### config.mk
export PLATFORM = sky130hd
export DESIGN_NAME = mem_port_arbiter_flat
export DESIGN_NICKNAME = d
export VERILOG_FILES = /design/src/rtl/mem_port_arbiter_pkg.sv /design/src/rtl/mem_port_arbiter_if.sv /design/src/rtl/mem_port_arbiter_rr_arb2.sv /design/src/rtl/mem_port_arbiter.sv /design/src/flat_wrapper.sv
export SDC_FILE = /design/constraint.sdc
export NUM_CORES = 1
export LEC_CHECK = 0
export CAP_MARGIN = 20
export CORE_ASPECT_RATIO = 1.25
export CORE_UTILIZATION = 42
export DETAILED_ROUTE_END_ITERATION = 10
export PLACE_DENSITY_LB_ADDON = 0.05
export SLEW_MARGIN = 0
export SYNTH_ARGS = -nofsm -noshare
export SYNTH_HDL_FRONTEND = slang
export SYNTH_SLANG_ARGS = --single-unit
export TNS_END_PERCENT = 100
### constraint.sdc
create_clock -name clk -period 2.35 [get_ports clk]
set_clock_uncertainty 0.05 [all_clocks]
set_input_delay 0.3525 -clock clk [delete_from_list [all_inputs] [get_ports clk]]
set_output_delay 0.3525 -clock clk [all_outputs]
set_load 0.05 [all_outputs]
### src/rtl/mem_port_arbiter_pkg.sv
// pika_mem_pkg: shared state encoding, owner codes and error data for the memory port arbiter.
package pika_mem_pkg;
  typedef enum logic [1:0] {
    ST_IDLE = 2'd0,
    ST_BUSY = 2'd1,
    ST_RESP = 2'd2
  } state_t;
  localparam logic OWN_FETCH = 1'b0;
  localparam logic OWN_DATA = 1'b1;
  localparam logic [31:0] DEF_ERR_DATA = 32'hDEAD_BEEF;
endpackage

### src/rtl/mem_port_arbiter_if.sv
// mem_port_arbiter_if: fetch, data and memory handshake bundle for the memory port arbiter.
interface mem_port_arbiter_if #(
  parameter int ADDR_W = 32,
  parameter int DATA_W = 32
);
  logic f_req;
  logic [ADDR_W-1:0] f_addr;
  logic f_ack;
  logic f_err;
  logic [DATA_W-1:0] f_rdata;
  logic d_req;
  logic d_we;
  logic [ADDR_W-1:0] d_addr;
  logic [DATA_W-1:0] d_wdata;
  logic d_ack;
  logic d_err;
  logic [DATA_W-1:0] d_rdata;
  logic m_req;
  logic m_we;
  logic [ADDR_W-1:0] m_addr;
  logic [DATA_W-1:0] m_wdata;
  logic m_ready;
  logic [DATA_W-1:0] m_rdata;
  logic busy;
  logic owner;
  modport slave (
    input f_req, f_addr, d_req, d_we, d_addr, d_wdata, m_ready, m_rdata,
    output f_ack, f_err, f_rdata, d_ack, d_err, d_rdata, m_req, m_we, m_addr, m_wdata, busy, owner
  );
  modport master (
    output f_req, f_addr, d_req, d_we, d_addr, d_wdata, m_ready, m_rdata,
    input f_ack, f_err, f_rdata, d_ack, d_err, d_rdata, m_req, m_we, m_addr, m_wdata, busy, owner
  );
endinterface

### src/rtl/mem_port_arbiter_rr_arb2.sv
// rr_arb2: combinational two-way round-robin picker; on contention the requester not granted last wins.
module rr_arb2 (
  input  logic req0,
  input  logic req1,
  input  logic last,
  output logic gnt_idx,
  output logic gnt_vld
);
  always_comb begin
    gnt_vld = req0 | req1;
    gnt_idx = (req0 & req1) ? ~last : req1;
  end
endmodule

### src/rtl/mem_port_arbiter.sv
// mem_port_arbiter: shares one single-port memory between fetch and data requesters
// with round-robin grant and a watchdog that turns a hung access into an error response.
module mem_port_arbiter
  import pika_mem_pkg::*;
#(
  parameter int ADDR_W = 32,
  parameter int DATA_W = 32,
  parameter int TIMEOUT = 255,
  parameter logic [DATA_W-1:0] ERR_DATA = DATA_W'(DEF_ERR_DATA)
) (
  input logic clk,
  input logic reset,
  mem_port_arbiter_if.slave bus
);
  localparam int CW = $clog2(TIMEOUT + 1);
  state_t state;
  logic last;
  logic [CW-1:0] cnt;
  logic gnt_idx, gnt_vld, timed_out, done;
  logic [ADDR_W-1:0] gnt_addr;
  logic [DATA_W-1:0] rd_data;
  rr_arb2 u_arb (
    .req0(bus.f_req),
    .req1(bus.d_req),
    .last(last),
    .gnt_idx(gnt_idx),
    .gnt_vld(gnt_vld)
  );
  always_comb begin
    gnt_addr = gnt_idx ? bus.d_addr : bus.f_addr;
    timed_out = !bus.m_ready && cnt == CW'(TIMEOUT - 1);
    done = bus.m_ready || timed_out;
    rd_data = timed_out ? ERR_DATA : bus.m_rdata;
  end
  always_ff @(posedge clk or negedge reset) begin
    if (!reset) begin
      state <= ST_IDLE;
      last <= OWN_FETCH;
      cnt <= '0;
      bus.f_ack <= 1'b0;
      bus.f_err <= 1'b0;
      bus.f_rdata <= '0;
      bus.d_ack <= 1'b0;
      bus.d_err <= 1'b0;
      bus.d_rdata <= '0;
      bus.m_req <= 1'b0;
      bus.m_we <= 1'b0;
      bus.m_addr <= '0;
      bus.m_wdata <= '0;
      bus.busy <= 1'b0;
      bus.owner <= OWN_FETCH;
    end else begin
      bus.f_ack <= 1'b0;
      bus.f_err <= 1'b0;
      bus.d_ack <= 1'b0;
      bus.d_err <= 1'b0;
      case (state)
        ST_IDLE: if (gnt_vld) begin
          state <= ST_BUSY;
          bus.owner <= gnt_idx;
          bus.m_req <= 1'b1;
          bus.busy <= 1'b1;
          bus.m_we <= gnt_idx & bus.d_we;
          bus.m_addr <= gnt_addr;
          bus.m_wdata <= gnt_idx ? bus.d_wdata : '0;
          cnt <= '0;
        end
        ST_BUSY: if (done) begin
          state <= ST_RESP;
          bus.m_req <= 1'b0;
          if (bus.owner == OWN_DATA) begin
            bus.d_ack <= 1'b1;
            bus.d_err <= timed_out;
            if (!bus.m_we) bus.d_rdata <= rd_data;
          end else begin
            bus.f_ack <= 1'b1;
            bus.f_err <= timed_out;
            bus.f_rdata <= rd_data;
          end
        end else begin
          cnt <= cnt + 1'b1;
        end
        ST_RESP: begin
          state <= ST_IDLE;
          bus.busy <= 1'b0;
          last <= bus.owner;
        end
        default: state <= ST_IDLE;
      endcase
    end
  end
  a_one_ack: assert property (@(posedge clk) disable iff (!reset) !(bus.f_ack && bus.d_ack));
endmodule

### src/flat_wrapper.sv
// flat-port wrapper written by rule: the top's interface ports become plain ports
module mem_port_arbiter_flat import pika_mem_pkg::*;
#(
  parameter int ADDR_W = 32,
  parameter int DATA_W = 32,
  parameter int TIMEOUT = 255,
  parameter logic [DATA_W-1:0] ERR_DATA = DATA_W'(DEF_ERR_DATA)
)
  (clk, reset, bus_f_req, bus_f_addr, bus_d_req, bus_d_we, bus_d_addr, bus_d_wdata, bus_m_ready, bus_m_rdata, bus_f_ack, bus_f_err, bus_f_rdata, bus_d_ack, bus_d_err, bus_d_rdata, bus_m_req, bus_m_we, bus_m_addr, bus_m_wdata, bus_busy, bus_owner);
  mem_port_arbiter_if #(.ADDR_W(ADDR_W), .DATA_W(DATA_W)) bus_i ();
  input logic clk;
  input logic reset;
  input wire logic [$bits(bus_i.f_req)-1:0] bus_f_req;
  input wire logic [$bits(bus_i.f_addr)-1:0] bus_f_addr;
  input wire logic [$bits(bus_i.d_req)-1:0] bus_d_req;
  input wire logic [$bits(bus_i.d_we)-1:0] bus_d_we;
  input wire logic [$bits(bus_i.d_addr)-1:0] bus_d_addr;
  input wire logic [$bits(bus_i.d_wdata)-1:0] bus_d_wdata;
  input wire logic [$bits(bus_i.m_ready)-1:0] bus_m_ready;
  input wire logic [$bits(bus_i.m_rdata)-1:0] bus_m_rdata;
  output wire logic [$bits(bus_i.f_ack)-1:0] bus_f_ack;
  output wire logic [$bits(bus_i.f_err)-1:0] bus_f_err;
  output wire logic [$bits(bus_i.f_rdata)-1:0] bus_f_rdata;
  output wire logic [$bits(bus_i.d_ack)-1:0] bus_d_ack;
  output wire logic [$bits(bus_i.d_err)-1:0] bus_d_err;
  output wire logic [$bits(bus_i.d_rdata)-1:0] bus_d_rdata;
  output wire logic [$bits(bus_i.m_req)-1:0] bus_m_req;
  output wire logic [$bits(bus_i.m_we)-1:0] bus_m_we;
  output wire logic [$bits(bus_i.m_addr)-1:0] bus_m_addr;
  output wire logic [$bits(bus_i.m_wdata)-1:0] bus_m_wdata;
  output wire logic [$bits(bus_i.busy)-1:0] bus_busy;
  output wire logic [$bits(bus_i.owner)-1:0] bus_owner;
  assign bus_i.f_req = bus_f_req;
  assign bus_i.f_addr = bus_f_addr;
  assign bus_i.d_req = bus_d_req;
  assign bus_i.d_we = bus_d_we;
  assign bus_i.d_addr = bus_d_addr;
  assign bus_i.d_wdata = bus_d_wdata;
  assign bus_i.m_ready = bus_m_ready;
  assign bus_i.m_rdata = bus_m_rdata;
  assign bus_f_ack = bus_i.f_ack;
  assign bus_f_err = bus_i.f_err;
  assign bus_f_rdata = bus_i.f_rdata;
  assign bus_d_ack = bus_i.d_ack;
  assign bus_d_err = bus_i.d_err;
  assign bus_d_rdata = bus_i.d_rdata;
  assign bus_m_req = bus_i.m_req;
  assign bus_m_we = bus_i.m_we;
  assign bus_m_addr = bus_i.m_addr;
  assign bus_m_wdata = bus_i.m_wdata;
  assign bus_busy = bus_i.busy;
  assign bus_owner = bus_i.owner;
  mem_port_arbiter #(.ADDR_W(ADDR_W), .DATA_W(DATA_W), .TIMEOUT(TIMEOUT), .ERR_DATA(ERR_DATA)) u_core (.clk(clk), .reset(reset), .bus(bus_i));
endmodule
# After elaboration in Yosys (flattened, before gate mapping)
# Cells that the tools add are included.
[word_totals]
wordCells = 67
in_bits = 134
output_inout_bits = 136
ff_bits = 147
[op_classes]
addsub = 1
muxes = 26
eq_ne = 6
n_reduce_logical = 13
bitwise_logic = 6
[op_table]
columns = ["op", "n"]
rows = [
  ["$mux W32", 3],
  ["$mux W8", 2],
  ["$pmux W8 S2", 1],
  ["$mux W1", 15],
  ["$reduce_and A3 Y1", 3],
  ["$add A8 B1 Y8 const B", 1],
  ["$eq A8 B8 Y1 const B", 1],
  ["$reduce_and A2 Y1", 3],
  ["$mux W2", 2],
  ["$ne A2 B1 Y1 const B", 2],
  ["$pmux W1 S2", 2],
  ["$pmux W2 S2", 1],
  ["$reduce_and A4 Y1", 1],
  ["$reduce_bool A2 Y1", 2],
  ["$not A1 Y1", 3],
  ["$and A1 B1 Y1", 2],
  ["$eq A2 B1 Y1 const B", 1],
  ["$eq A2 B2 Y1 const B", 1],
  ["$logic_not A2 Y1", 1],
  ["$ne A2 B2 Y1 const B", 1],
  ["$logic_and A1 B1 Y1", 1],
  ["$logic_not A1 Y1", 1],
  ["$logic_or A1 B1 Y1", 1],
  ["$or A1 B1 Y1", 1],
]

# Depth between registers and ports, before layout
[depth]
depth_word = 5
ltp_mapped = 7
ltp_nobuf = 6

# Hierarchy
# A second synthesis with hierarchy kept.
[unflattened]
hier_cells = 510
area_unflattened_um2 = 5905.7
[by_module_without_submodules]
columns = ["mod", "area_per_inst_um2", "cells_per_inst", "instances", "seq_area_each_um2"]
rows = [
  ["mem_port_arbiter", 5891.9, 508, 1, 3678.5],
  ["rr_arb2", 13.8, 2, 1, 0.0],
]

# Worst setup path after synthesis
# OpenSTA, ideal clock, no wires.
[synth_timing]
path_kind = "register to register"
from = "register u_core.bus.m_we"
to = "register u_core.bus.d_rdata[14]"
period_less_slack_ps = 1703
path_stages_with_launch = 6
arrival_time_ps = 1523
setup_slack_ps = 647
setup_time_ps = 130
path_buffers = 2
required_ps = 2170
cell_sequence = "dfrtp_1 -> nand2b_1 -> buf_1 -> or3_1 -> buf_6 -> o2bb2ai_1"
[synth_between]
elab_chain_cells = 2
[synth_rtl]
columns = ["item", "line", "rtl"]
rows = [
  ["start: declaration", "mem_port_arbiter_if.sv:28", "output f_ack, f_err, f_rdata, d_ack, d_err, d_rdata, m_req, m_we, m_addr, m_wdata, busy, owner"],
  ["start signal: assignment", "mem_port_arbiter.sv:63", "bus.m_we <= gnt_idx & bus.d_we;"],
  ["$not A1 Y1 (no line)", "-", ""],
  ["$reduce_and A4 Y1 (no line)", "-", ""],
  ["end signal: assignment", "mem_port_arbiter.sv:74", "if (!bus.m_we) bus.d_rdata <= rd_data;"],
  ["end: declaration", "mem_port_arbiter_if.sv:28", ""],
]
# Every way passes these cells.
# A chain may end at the register's enable or synchronous reset.

# Worst setup path in the final report
[layout_timing]
from = "register u_core.cnt[0]"
to = "register u_core.bus.d_rdata[0]"
[layout_between]
elab_chain_cells = 4
elab_cells_between_ends = 5
cone_classes = "eq/ne (1); mux (1); reduce/logical (3)"
[layout_rtl]
columns = ["item", "line", "rtl"]
rows = [
  ["start: declaration", "mem_port_arbiter.sv:18", "logic [CW-1:0] cnt;"],
  ["start signal: assignment", "mem_port_arbiter.sv:81", "cnt <= cnt + 1'b1;"],
  ["$eq A8 B8 Y1 *", "mem_port_arbiter.sv:31", "timed_out = !bus.m_ready && cnt == CW'(TIMEOUT - 1);"],
  ["$logic_and A1 B1 Y1 *", "mem_port_arbiter.sv:31", ""],
  ["$logic_or A1 B1 Y1", "mem_port_arbiter.sv:32", "done = bus.m_ready || timed_out;"],
  ["$reduce_and A4 Y1 (no line)", "-", ""],
]
# Mark *: on every way between the ends. The rest lies on a longest branch, timed or not.

==> metrics.txt <==
status=completed; area grow syn2layout=60.6%; Slew HR=0.365; n_diodes=0; instance area after placement=8780 sq um; die width=108 um; synthesized area=5880 sq um; Final Power=16.2 mW; fin cells=911; Synth Instances=465; die area=14500 sq um; Worst R2R End=u_core.bus.d_rdata[0]; register area share after synthesis=0.626; met3 usage=0.0709; R2R Path Start=u_core.cnt[0]; vias in the first global route=4967; Detailed Place HPWL=11400 um; CTS tree=built; Mapped Avg Cell Area=12.6 sq um; cell leakage power=3.96 nW; post-synthesis cell type count=40; crit path to=u_core.bus.d_rdata[0]; top_reg_cell synth=dfrtp_1; # Max-Cap Violations=0; grt met1 use=0.275; All-Layer GR Usage=0.226; clk slew on worst S/H paths=0.06 ns; DRT antenna net count=0; Post-Syn Nets=601; crit path launch=u_core.cnt[0]; DRC viols=0; period utilization=0.915; die height=134 um; initial drt markers=172; fill count=1000; number of synthesized flops with an enable pin=0; antenna violations before repair=0; Crit path arrival time=2.45 ns; DR pass1 iterations=4; Clock Path Buffers=2; Finish-stage setup viols=0; Ys Warns=0; Required @ worst endpoint=2.65 ns; Worst Setup Start Kind=flop; multi-input logic area=1990 sq um; VDD IR-drop max=1.00 mV; H-tree level count=4; Async S/R FF share, synth=1.00; worst skew pair latency=0.41 ns; Post-CTS Resized=0; Post-Layout Inst Area=9440 sq um; wire length per cell=17.6 um; max-slew violations=0; worst-path fanout max=24; Setup Fix Bufs, Post-CTS=0; io pins=270; Starting Density=0.436; Hold WC Path Type=input port to async pin; Crit Path Category=flop to flop; Final Util=0.701; final setup margin=0.201 ns; fin nets=863; setup slack at placement=0.102 ns; RSZ-0062 raised after global routing=false; maximum clock rate=465 MHz; layout cell share with drive strength beyond 1=0.0770; GRT busiest layer=met2; placed cells=878; clock root buffer=clkbuf_16; Final min period=2.15 ns; Vias/cell=5.39; Core Rows=47; Congestion Overflow GR=0; met2 GRT Util=0.371; first-pass GRT wire length=25200 um; largest net degree at the start of global routing=70; FF+latch count, synth=147; PD cells=1720 nW/um^2; setup TNS=0 ns; Reg area=3680 sq um; Fin Hold WS=0.392 ns; Final Hold Viols=0; Reg2Reg Depth=6; Slew @ Worst Pin=0.950 ns; Port Buffers=269; GPL Wtd Cong=0.782; element type at the critical path end=flop; Num CTS Buffers=17; worst reg2reg setup slack=0.20 ns; Vias=4913; clock net sink count=147; Core ar.=13500 sq um; DRT Wirelength=16000 um
## cell type report
class | count | area share
sequential | 147 | 0.390
timing repair buffer | 284 | 0.305
multi-input combinational | 268 | 0.210
clock buffer | 17 | 0.0451
clock inverter | 15 | 0.0229
tap | 171 | 0.0227
inverter | 9 | 0.00358
## cell usage after synthesis (all sizes together) (4+ instances only)
master	n	area [sq um]
mux2i	33	330
o2bb2ai	8	70.1
inv	9	33.8
nand3	7	35.0
nand2	52	195
o32a	48	480
o21ai	39	199
nor2	4	15.0
dfrtp	147	3680
o22ai	8	50.1
buf	26	144
clkbuf	15	56.3
a22o	34	298
## cell families (layout without fill, tap and decap cells)
group,Yosys count,after routing,synth area share
adder cells (fa/ha/maj),2,2,0.00426
AO/OA/AOI/OAI,150,150,0.204
multiplexers,35,35,0.0601
buffers and inverters,50,325,0.0398
AND/OR/NAND/NOR,81,81,0.0662
flip-flops,147,147,0.626
## layer usage
layer,part of all wire,vias up
met5,0,-
li1,-,2271
met2,0.50,197
met4,0.027,0
met3,0.077,32
met1,0.40,2413
## power breakdown
part           switching, mW  total (mW)  internal, mW
Sequential             0.665        4.35          3.68
Combinational           5.83        8.91          3.08
Clock                   1.12        2.94          1.81
Total                   7.62        16.2          8.57
## registers in the layout, indices dropped and copies added (netlist names)
signal,flops
u_core.bus.d_rdata,32
u_core.bus.busy,1
u_core.bus.f_ack,1
u_core.bus.f_rdata,32
u_core.bus.m_wdata,32
u_core.bus.m_req,1
u_core.last,1
u_core.bus.d_err,1
u_core.bus.m_we,1
u_core.cnt,8
u_core.bus.owner,1
u_core.bus.m_addr,32
u_core.state,2
u_core.bus.d_ack,1
u_core.bus.f_err,1
## how the worst min path moves through the flow
stage,start,endpoint,slack (ns),cells after the start
floorplan,reset,u_core.bus.busy,0.007,0
global placement,reset,u_core.bus.f_rdata[14],0.27,1
detailed placement,reset,u_core.bus.f_rdata[14],0.28,1
CTS,reset,u_core.bus.f_rdata[24],0.41,2
global route,reset,u_core.bus.f_rdata[14],0.42,2
finish,reset,u_core.bus.f_rdata[14],0.39,2
## cells in the final DEF (no fill, tap or decap), types with 4 or more instances in the layout
master and instances:
mux2i_1 33, clkdlybuf4s50_1 267, o22ai_1 8, nand3_1 7, buf_12 6, o32a_1 48
nor2_1 4, dfrtp_1 147, nand2_1 52, clkbuf_16 17, a22o_1 34, inv_1 9
o21ai_0 37, buf_4 9, bufinv_16 4, inv_6 6, o2bb2ai_1 8
## critical path: stages (launching register included)
cell	delay [ns]
dfrtp_1	0.42
inv_1	0.07
ha_1	0.16
and3_1	0.23
a21oi_4	0.11
nor3_4	0.73
o32a_1	0.30
## what timing repair did
| item | CTS | global route |
|---|---|---|
| hold buffers | 1 | 0 |
| endpoints found under the hold margin | 46 | 0 |
| setup endpoints to repair | 0 | 13 |
Note: power is estimated with default switching activity, not from simulation.
